===== src/rtl/pe_dot_scheduler.sv =====
// Round-robin scheduler that time-shares one signed dot-product MAC between
// N_REQ requesters, sequencing element indices and tagging each result with its owner.
module pe_dot_scheduler #(
  parameter int N_REQ = 4,
  parameter int VLEN  = 64,
  parameter int DW    = 32,
  parameter int IW    = $clog2(N_REQ),
  parameter int AW    = $clog2(VLEN)
) (
  input  logic              clk_i,
  input  logic              rst_i,
  input  logic [N_REQ-1:0]  req_i,
  input  logic [DW-1:0]     a_data_i,
  input  logic [DW-1:0]     b_data_i,
  output logic [N_REQ-1:0]  gnt_o,
  output logic [AW-1:0]     elem_idx_o,
  output logic              busy_o,
  output logic              res_valid_o,
  output logic [2*DW-1:0]   res_data_o,
  output logic [IW-1:0]     res_id_o
);

  typedef enum logic [1:0] {IDLE, RUN, DONE} state_t;

  state_t              state_q, state_d;
  logic [N_REQ-1:0]    gnt_q, gnt_d;
  logic [AW-1:0]       elem_idx_q, elem_idx_d;
  logic [2*DW-1:0]     acc_q, acc_d;
  logic [IW-1:0]       cur_id_q, cur_id_d;
  logic [IW-1:0]       last_gnt_q, last_gnt_d;
  logic [2*DW-1:0]     res_data_q, res_data_d;
  logic [IW-1:0]       res_id_q, res_id_d;

  logic [IW-1:0]       winner;
  logic [IW-1:0]       cand;
  logic                found;
  logic                abort;
  logic                last_elem;
  logic [2*DW-1:0]     a_ext, b_ext, prod, acc_sum;

  // Search starts just after the last served requester; offset N_REQ wraps to last_gnt itself.
  always_comb begin
    winner = '0;
    cand   = '0;
    found  = 1'b0;
    for (int i = 1; i <= N_REQ; i++) begin
      cand = last_gnt_q + IW'(i);
      if (!found && req_i[cand]) begin
        winner = cand;
        found  = 1'b1;
      end
    end
  end

  // Unsigned multiply of sign-extended operands gives the signed product modulo 2^(2*DW).
  always_comb begin
    a_ext     = {{DW{a_data_i[DW-1]}}, a_data_i};
    b_ext     = {{DW{b_data_i[DW-1]}}, b_data_i};
    prod      = a_ext * b_ext;
    acc_sum   = acc_q + prod;
    abort     = !req_i[cur_id_q];
    last_elem = (elem_idx_q == AW'(VLEN - 1));
  end

  always_ff @(posedge clk_i) begin
    if (rst_i) state_q <= IDLE;
    else       state_q <= state_d;
  end

  always_comb begin
    state_d = state_q;
    unique case (state_q)
      IDLE:    if (found) state_d = RUN;
      RUN:     if (abort) state_d = IDLE;
               else if (last_elem) state_d = DONE;
      DONE:    state_d = IDLE;
      default: state_d = IDLE;
    endcase
  end

  always_comb begin
    busy_o      = (state_q == RUN) || (state_q == DONE);
    res_valid_o = (state_q == DONE);
  end

  always_comb begin
    gnt_d      = gnt_q;
    elem_idx_d = elem_idx_q;
    acc_d      = acc_q;
    cur_id_d   = cur_id_q;
    last_gnt_d = last_gnt_q;
    res_data_d = res_data_q;
    res_id_d   = res_id_q;
    unique case (state_q)
      IDLE: begin
        if (found) begin
          gnt_d      = N_REQ'(1) << winner;
          cur_id_d   = winner;
          elem_idx_d = '0;
          acc_d      = '0;
        end
      end
      RUN: begin
        if (abort) begin
          gnt_d      = '0;
          elem_idx_d = '0;
          last_gnt_d = cur_id_q;
        end else begin
          acc_d = acc_sum;
          if (last_elem) begin
            gnt_d      = '0;
            res_data_d = acc_sum;
            res_id_d   = cur_id_q;
          end else begin
            elem_idx_d = elem_idx_q + 1'b1;
          end
        end
      end
      DONE: begin
        last_gnt_d = cur_id_q;
        elem_idx_d = '0;
      end
      default: begin
        gnt_d = '0;
      end
    endcase
  end

  always_ff @(posedge clk_i) begin
    if (rst_i) begin
      gnt_q      <= '0;
      elem_idx_q <= '0;
      acc_q      <= '0;
      cur_id_q   <= '0;
      last_gnt_q <= IW'(N_REQ - 1);
      res_data_q <= '0;
      res_id_q   <= '0;
    end else begin
      gnt_q      <= gnt_d;
      elem_idx_q <= elem_idx_d;
      acc_q      <= acc_d;
      cur_id_q   <= cur_id_d;
      last_gnt_q <= last_gnt_d;
      res_data_q <= res_data_d;
      res_id_q   <= res_id_d;
    end
  end

  assign gnt_o      = gnt_q;
  assign elem_idx_o = elem_idx_q;
  assign res_data_o = res_data_q;
  assign res_id_o   = res_id_q;

endmodule


===== config.mk =====
export PLATFORM = sky130hd
export DESIGN_NAME = pe_dot_scheduler
export DESIGN_NICKNAME = d
export VERILOG_FILES = /design/src/rtl/pe_dot_scheduler.sv
export SDC_FILE = /design/constraint.sdc
export NUM_CORES = 2
export LEC_CHECK = 0
export CAP_MARGIN = 20
export CORE_MARGIN = 2
export CORE_UTILIZATION = 54
export CTS_CLUSTER_SIZE = 30
export DETAILED_ROUTE_END_ITERATION = 6
export PLACE_DENSITY_LB_ADDON = 0.08
export SLEW_MARGIN = 0
export SYNTH_ARGS = -nofsm -noshare
export SYNTH_HDL_FRONTEND = slang
export SYNTH_SLANG_ARGS = --single-unit

===== constraint.sdc =====
create_clock -name clk_i -period 8.5 [get_ports clk_i]
set_input_delay 0.85 -clock clk_i [delete_from_list [all_inputs] [get_ports clk_i]]
set_output_delay 0.85 -clock clk_i [all_outputs]
set_load 0.02 [all_outputs]

==> metrics.yaml <==
outcome:
  outcome: "complete, no violations"
clocking:
  clock_latency_ns: 0.43
  cts_sinks: 146
  cts_buffers: 17
  h-tree-depth: 4
  cts_tree: "yes"
  root_buffer: "clkbuf_16"
  clk_pin_slew_worst_paths_ns: 0.06
  cts_buffer_depth: 2
logic_synthesis:
  synth_flop_cell: "dfxtp_1"
  synth_area_leaders: "fa_1, inv_1, dfxtp_1"
  syn_nets: 6449
  ys_types: 74
  synth-edff-count: 0
  ys_ff_latch: 146
  synth.top_cell.area_share_pct: 53.3
  yosysTopAreaCell: "fa_1"
  synthesis.area_sq_mm: 0.0455
  syn_inst: 4946
  avgSynthCellArea_sq_um: 9.19
  ys_warn_count: 0
  async_reset_ff_share_pct: 0
  ys_seq_area_share_pct: 6.43
die:
  rows: 106
  die_h_microns: 294
  die_x_microns: 294
  core_sq_mm: 0.0836
  ios: 148
  die_area_sq_mm: 0.0865
  start_util_pct: 54.4
finish:
  nets: 6819
  area_growth_pct: 16.0
  mostFrequentLayoutCell: "inv_1"
  most-common-layout-cells: "inv_1, fa_1, nand2_1, and2_1, buf_4"
  fin_area_sq_mm: 0.0527
  drive_gt1_share_pct: 11.1
  antenna-diode-count: 0
route:
  firstDrtPassIters: 7
  routed_wl_microns: 121000
  wl_per_cell_microns: 18.8
  vias_per_cell: 5.22
  drt_iter0_drc: 2061
  vias: 33500
  drc: 0
  ant_nets: 0
sta:
  worst_slew_pin_slew_ns: 1.06
  fin_skew_ns: 0.0108
  setup_viol: 0
  finalMaxSlewViolations: 0
  final.period_utilization_pct: 97.7
  fin_ws_ns: 0.197
  finalSetupTns_ns: 0
  period_minus_slack_ns: 8.30
  slew_headroom_pct: 28.9
  max_freq_ghz: 0.120
  hold_viol: 0
min_path:
  hold_class: "reg -> reg"
global_route:
  grt_max_degree: 67
  overflow: 0
  antenna_found_initial: 1
  grt_usage_pct: 29.4
  grt_pass1_wl_microns: 198000
  grt_pass1_vias: 36400
placed_design:
  place_ws_ns: -0.475
  placed_cell_area_sq_mm: 0.0513
  hpwl_microns: 105000
  io_buffers: 147
  finalWeightedCongestion: 0.901
setup_path:
  path_class: "in -> reg"
  path_common_cell: "fa_1"
  worstPathRequired_ns: 8.87
  worstPathArrival_ns: 8.67
  critical_path.top_delay_family: "adder cells"
  path_max_fanout: 11
  cp_num_buf_inv: 10
  critPathCaptureType: "flip-flop"
  startpoint_type: "input pin"
  slowest_delay_ns: 0.57
  critical_path.slowest_cell: "fa_1"
run:
  drv_cap: 0
[path summary, 6_finish.rpt]
check,from,end,slack (ns),cells after the start
max reg2reg,acc_q[24],res_data_o[57],0.89,27
min,res_data_o[27],res_data_o[27],0.45,2
min reg2reg,res_data_o[27],res_data_o[27],0.45,2
max,b_data_i[8],res_data_o[57],0.20,30
[cell families after synthesis]
| kind of cell | count (synthesis) | share of synthesized area (%) |
|---|---|---|
| AO/OA/AOI/OAI | 344 | 4.91 |
| XOR/XNOR | 82 | 1.58 |
| adder cells (fa/ha/maj) | 1433 | 59.4 |
| buffers and inverters | 1505 | 12.5 |
| flip-flops | 146 | 6.43 |
| multiplexers | 4 | 0.0908 |
| AND/OR/NAND/NOR | 1432 | 15.1 |
[cell type report]
class	instances	area, sq um
Fill cell	7230	30800
Timing Repair Buffer	608	5890
Multi-Input combinational cell	3295	37300
Inverter	1248	4690
Sequential cell	146	2920
Clock buffer	20	447
Clock inverter	12	145
Tap cell	1080	1350
[state kept, by name, summed over array words and instances, names as in the netlist]
name	cells
res_id_o	2
last_gnt_q	2
cur_id_q	2
res_data_o	64
state_q	2
elem_idx_o	6
gnt_o	4
acc_q	64
[cell usage after synthesis, types with 3 or more instances]
cell type	count
mux2i_1	3
dfxtp_1	146
nor3_1	17
nand2b_1	18
a22o_1	13
xor2_1	35
o21a_1	3
o21ai_1	15
nor2_1	133
a21o_1	41
nand3b_1	11
o31ai_1	4
a22oi_1	40
nand4_1	14
a211oi_1	7
ha_1	223
o21ai_0	40
fa_1	1210
and2_1	457
nor4_1	4
clkbuf_1	244
xnor2_1	47
or2_2	4
inv_1	1248
o211ai_1	11
buf_1	4
or3_1	7
and4_1	5
a31oi_1	10
a21oi_1	121
or4_1	3
buf_2	7
and3_1	7
nor2b_1	8
nand2_1	708
o21bai_1	6
a31o_2	3
nand3_1	22
[per-stage QoR]
step / cells / util (%) / hold WS [ns]
final: 6409 / 63.1 / 0.455
after global routing: 6409 / 63.1 / 0.475
after CTS: 6395 / 62.2 / 0.455
after detailed placement: 6363 / 61.4 / 0.443
after global placement: 6363 / 61.4 / 0.439
after floorplan: 4946 / - / 0.425
[routing by layer]
metal	GRT usage [%]	vias up	wire length, microns
met2	49.4	910	60000
met4	5.18	0	2220
met5	0	-	0
met3	2.90	119	6290
li1	-	15000	-
met1	42.0	17500	52200
[worst register-to-register path: stages, from the launching register on]
cell and delay, ns:
dfxtp_1 0.33, inv_1 0.10, fa_1 0.53, fa_1 0.55, inv_1 0.05, fa_1 0.48
inv_1 0.06, fa_1 0.53, inv_1 0.05, fa_1 0.51, fa_1 0.46, fa_1 0.57
inv_2 0.04, fa_1 0.56, inv_2 0.06, ha_4 0.29, nand4_4 0.13, nor3_4 0.21
nand3b_1 0.13, a311o_1 0.40, a2111oi_4 0.35, buf_4 0.19, o21ai_4 0.07, buf_4 0.15
o21ai_4 0.16, a221oi_4 0.09, or4_1 0.40, nand3_1 0.08
[timing repair]
item | in CTS | in global routing
setup endpoints to repair | 4 | 45
pin swaps | 0 | 63
cloned | 0 | 7
hold buffers | 0 | 0
setup buffers | 0 | 7
gates resized for setup | 3 | 132
Power is left out: the tool's default activity adds up to more than one toggle a clock period on the data nets, which glitch-free logic cannot reach.
